## src/rtl/seq_match_sched.sv

```systemverilog
// seq_match_sched: round-robin scheduler that time-shares one external
// overlapping Moore "1001" detector between two requesters. A granted word
// is shifted out MSB-first on det_x, the detector's match pulses are counted
// (saturating), the detector is flushed with zeros so consecutive words never
// interact, and the count is returned tagged with the requester id.
module seq_match_sched #(
  parameter int W  = 8,
  parameter int CW = 4
) (
  input  logic          clk,
  input  logic          rst_n,
  input  logic          req0_valid,
  input  logic [W-1:0]  req0_data,
  output logic          req0_ready,
  input  logic          req1_valid,
  input  logic [W-1:0]  req1_data,
  output logic          req1_ready,
  output logic          det_x,
  input  logic          det_y,
  output logic          rsp_valid,
  output logic          rsp_id,
  output logic [CW-1:0] rsp_count
);

  localparam logic [1:0] IDLE  = 2'd0;
  localparam logic [1:0] SHIFT = 2'd1;
  localparam logic [1:0] FLUSH = 2'd2;
  localparam logic [1:0] RESP  = 2'd3;

  localparam int IW = (W > 1) ? $clog2(W) : 1;
  localparam logic [IW-1:0] LAST_BIT   = IW'(W - 1);
  localparam logic [1:0]    LAST_FLUSH = 2'd2;

  logic [1:0]    state;
  logic          ptr;
  logic          id;
  logic [W-1:0]  shift_reg;
  logic [IW-1:0] bit_idx;
  logic [1:0]    flush_idx;
  logic [CW-1:0] count;

  logic          in_idle;
  logic          accept;
  logic          grant_id;
  logic [W-1:0]  grant_data;
  logic          sample_y;
  logic          count_full;

  // Round-robin grant: ptr only matters when both requesters are valid.
  assign in_idle    = (state == IDLE);
  assign req0_ready = in_idle & req0_valid & (~req1_valid | ~ptr);
  assign req1_ready = in_idle & req1_valid & (~req0_valid |  ptr);
  assign accept     = req0_ready | req1_ready;
  assign grant_id   = req1_ready;
  assign grant_data = req1_ready ? req1_data : req0_data;

  // det_y is meaningful one cycle after each data bit: SHIFT k>=1 sees bits
  // 0..W-2, FLUSH cycle 0 sees the last data bit. SHIFT k=0 is stale context.
  assign sample_y   = ((state == SHIFT) && (bit_idx != '0)) ||
                      ((state == FLUSH) && (flush_idx == 2'd0));
  assign count_full = &count;

  assign rsp_valid  = (state == RESP);

  // Main sequencing: IDLE -> SHIFT (W) -> FLUSH (3) -> RESP (1) -> IDLE.
  always_ff @(posedge clk or negedge rst_n) begin
    if (!rst_n) begin
      state     <= IDLE;
      bit_idx   <= '0;
      flush_idx <= 2'd0;
    end else begin
      case (state)
        IDLE: begin
          if (accept) begin
            state   <= SHIFT;
            bit_idx <= '0;
          end
        end
        SHIFT: begin
          if (bit_idx == LAST_BIT) begin
            state     <= FLUSH;
            flush_idx <= 2'd0;
          end else begin
            bit_idx <= bit_idx + IW'(1);
          end
        end
        FLUSH: begin
          if (flush_idx == LAST_FLUSH) begin
            state <= RESP;
          end else begin
            flush_idx <= flush_idx + 2'd1;
          end
        end
        RESP: begin
          state <= IDLE;
        end
        default: begin
          state <= IDLE;
        end
      endcase
    end
  end

  // Round-robin pointer and owner id are updated only on an accept.
  always_ff @(posedge clk or negedge rst_n) begin
    if (!rst_n) begin
      ptr <= 1'b0;
      id  <= 1'b0;
    end else if (accept) begin
      ptr <= ~grant_id;
      id  <= grant_id;
    end
  end

  // Serializer: the MSB goes out directly on accept, the rest are pre-shifted.
  always_ff @(posedge clk or negedge rst_n) begin
    if (!rst_n) begin
      shift_reg <= '0;
      det_x     <= 1'b0;
    end else begin
      case (state)
        IDLE: begin
          if (accept) begin
            shift_reg <= {grant_data[W-2:0], 1'b0};
            det_x     <= grant_data[W-1];
          end else begin
            det_x <= 1'b0;
          end
        end
        SHIFT: begin
          if (bit_idx == LAST_BIT) begin
            det_x <= 1'b0;
          end else begin
            det_x     <= shift_reg[W-1];
            shift_reg <= shift_reg << 1;
          end
        end
        default: begin
          det_x <= 1'b0;
        end
      endcase
    end
  end

  // Match counter: cleared on accept, saturates instead of wrapping.
  always_ff @(posedge clk or negedge rst_n) begin
    if (!rst_n) begin
      count <= '0;
    end else if (in_idle && accept) begin
      count <= '0;
    end else if (sample_y && det_y && !count_full) begin
      count <= count + CW'(1);
    end
  end

  // Response registers load on the way into RESP and hold until the next one.
  always_ff @(posedge clk or negedge rst_n) begin
    if (!rst_n) begin
      rsp_id    <= 1'b0;
      rsp_count <= '0;
    end else if ((state == FLUSH) && (flush_idx == LAST_FLUSH)) begin
      rsp_id    <= id;
      rsp_count <= count;
    end
  end

endmodule
```

## config.mk

```make
export PLATFORM = sky130hd
export DESIGN_NAME = seq_match_sched
export DESIGN_NICKNAME = d
export VERILOG_FILES = /design/src/rtl/seq_match_sched.sv
export SDC_FILE = /design/constraint.sdc
export NUM_CORES = 1
export LEC_CHECK = 0
export CAP_MARGIN = 20
export CELL_PAD_IN_SITES_DETAIL_PLACEMENT = 1
export CELL_PAD_IN_SITES_GLOBAL_PLACEMENT = 1
export CORE_MARGIN = 2
export CORE_UTILIZATION = 39
export CTS_CLUSTER_SIZE = 24
export DETAILED_ROUTE_END_ITERATION = 8
export PLACE_DENSITY_LB_ADDON = 0.1
export SYNTH_ARGS = -nofsm -noshare
export SYNTH_HDL_FRONTEND = slang
export SYNTH_SLANG_ARGS = --single-unit
```

## constraint.sdc

```tcl
create_clock -name clk -period 1.8 [get_ports clk]
set_input_delay 0.27 -clock clk [delete_from_list [all_inputs] [get_ports clk]]
set_output_delay 0.27 -clock clk [all_outputs]
set_load 0.005 [all_outputs]
```

==> results_dict.tcl <==
set metrics [dict create \
    setup_violations 0 \
    yosysSeqAreaShare 0.447 \
    dieArea_sq_mm 0.00424 \
    hold_viol 0 \
    fin_area_sq_mm 0.00204 \
    cts_num_sinks 26 \
    die_y_um 65.1 \
    critPathLaunchType "flop" \
    dr_wl_met2_um 2000 \
    grt_pass1_wl_um 6080 \
    clk_pin_slew_ns 0.10 \
    p_per_area_mw_per_mm2 1620 \
    cp.required_ns 1.95 \
    synthCells 139 \
    fill_cells 419 \
    regToRegStartpoint "state[0]$_DFFE_PN0P_" \
    synth.top_cell.area_share 0.447 \
    yosysWarnings 0 \
    ios 30 \
    diodes 0 \
    cts_tree "built" \
    setup_tns_ns 0 \
    cpLargestDelayFamily "simple AND/OR/NAND/NOR gates" \
    fp.dieW_um 65.1 \
    synth_area_leaders "dfrtp_1, ha_1, mux2i_1" \
    first_global_vias 1263 \
    wirelength_met1_um 1570 \
    post-route-period-util 0.983 \
    maxCapViolations 0 \
    pwr-share-clk 0.149 \
    finClkSkew_ns 0.00543 \
    critical_path_arrival_ns 1.91 \
    start_util 0.400 \
    drive_gt1_frac 0.239 \
    reg2reg_to "flush_idx[0]$_DFFE_PN0P_" \
    fmax_mhz 565 \
    peakVddDrop_mv 0.610 \
    holdWs_ns 0.365 \
    cpPeakStageDelay_ns 0.40 \
    placed_cells 230 \
    reg2reg_depth 7 \
    syn_area_per_cell_sq_um 10.5 \
    ys_ff_latch 26 \
    p_int_uw 2050 \
    maxSlewHeadroom 0.689 \
    swShare 0.377 \
    fin_cells 236 \
    num-nets-final 221 \
    tightest_slew_ns 0.461 \
    dpl.hpwl_um 2720 \
    layout_common_cells "dfrtp_1, clkdlybuf4s50_1, nand2_1" \
    placed_area_sq_mm 0.00191 \
    seqPwrFrac 0.295 \
    largest_reg_flops 7 \
    clkLatencyLatePin_ns 0.28 \
    via_per_inst 5.22 \
    criticalPathCategory "flop to flop" \
    areaGrowthSynthToFinish_pct 40.3 \
    p_leak_uw 0.000911 \
    final_antenna_net_count 0 \
    regArea_sq_um 651 \
    cpMaxStageDelayCell "dfrtp_1" \
    synth.largest_area_cell "dfrtp_1" \
    wl_per_cell_um 15.7 \
    wl_met3_um 88 \
    drt_wl_total_um 3700 \
    dr.max_layer_used "met4" \
    rows 22 \
    critPathMaxFanout 7 \
    synthesis.nets 171 \
    fp.coreArea_sq_mm 0.00363 \
    crit_chain "buf_4, buf_4, ha_2, nor2b_2, or3_1, o311ai_0, a211oi_1" \
    clockBufferDepth 2 \
    drv_slew 0 \
    firstDrtPassIters 4 \
    grt_max_degree 27 \
    reg2reg_slack_ns 0.03 \
    port_buffers 29 \
    cts-root-buf "clkbuf_8" \
    cts_buffers 3 \
    timing.critical_path.mode_cell "buf_4" \
    status "finished clean" \
    path_buf_inv 2 \
    ctsHoldBuffers 0 \
    holdCritPathClass "input port to asynchronous set/reset pin" \
    grt.total_usage 0.189 \
    power.switching_uw 1240 \
    drt_iter0_drc 42 \
    min_period_ns 1.77 \
    place_congestion 0.825 \
    grt-ovfl-total 0 \
    htreeDepth 1 \
    multi_input_area_sq_um 801 \
    end_kind "flop" \
    syn_area_sq_mm 0.00146 \
    antenna_found_initial 0 \
    drc 0 \
    combPwrFrac 0.555 \
    vias 1233 \
    synth_cell_types 36 \
]
==> routing by layer <==
metal / vias to the layer above / track usage
li1: 601 / -
met1: 611 / 0.238
met2: 17 / 0.332
met3: 4 / 0.0260
met4: 0 / 0.0625
met5: - / 0
==> final cells by class <==
class,count,area share
clock inverters,1,0.0147
clock buffers,3,0.0202
flip-flops and latches,26,0.319
repair buffers,47,0.206
inverters,10,0.0184
multi-input cells,101,0.392
well taps,48,0.0294
==> cells by family after synthesis <==
kind of cell               Yosys count  synth area share
muxes                               14             0.107
DFF                                 26             0.447
adders and majority gates           11            0.0946
AOI/OAI and AO/OA                   35             0.174
buffers and inverters               12            0.0344
and+or+nand+nor                     41             0.144
==> synthesized netlist by cell type, drive strengths merged <==
library cell   n
o21ai          9
buf            2
o211a          1
o311ai         3
or3b           1
o21bai         1
o41ai          2
nand2b         2
o211ai         8
inv           10
mux2i          8
mux2           6
nand2         22
o32a           1
nor2           2
and2b          1
nand4          1
dfrtp         26
or3            2
o31ai          1
a22oi          2
and2           1
nand3          8
a211oi         1
a22o           1
o21a           1
a21oi          3
nor2b          1
a2bb2oi        1
ha            11
==> power by group through the flow <==
stage / sequential (uW) / combinational [uW] / clock, uW
5_1_grt: 999 / 2040 / 532
6_report: 973 / 1830 / 493
3_5_place_dp: 975 / 1700 / 0
2_1_floorplan: 950 / 1010 / 0
3_3_place_gp: 952 / 1610 / 0
4_1_cts: 972 / 1780 / 509
==> through the flow <==
| step | util | power, uW | worst slack, ns |
|---|---|---|---|
| 5_1_grt | 0.562 | 3570 | -0.0363 |
| 4_1_cts | 0.555 | 3260 | 0.0142 |
| 3_5_place_dp | 0.527 | 2670 | -0.0917 |
| 2_1_floorplan | - | 1960 | 0.104 |
| 6_report | 0.562 | 3300 | 0.0310 |
| 3_3_place_gp | 0.527 | 2560 | -0.0759 |
==> worst max path at each step <==
stage                          from                       end  slack (ns)  cells past startpoint
2_1_floorplan  state[0]$_DFFE_PN0P_    bit_idx[0]$_DFFE_PN0P_        0.10                      5
3_3_place_gp             req1_valid                req1_ready       -0.08                      4
3_5_place_dp             req1_valid                req1_ready       -0.09                      4
4_1_cts        state[1]$_DFFE_PN0P_  flush_idx[0]$_DFFE_PN0P_        0.01                      7
5_1_grt        state[1]$_DFFE_PN0P_  flush_idx[0]$_DFFE_PN0P_       -0.04                      7
6_report       state[0]$_DFFE_PN0P_  flush_idx[0]$_DFFE_PN0P_        0.03                      7
==> timing repair <==
item                       CTS  global route
resized for setup           11             4
buffers inserted             1             1
setup endpoints to repair    9            12
Note: power is estimated with default switching activity, not from simulation.
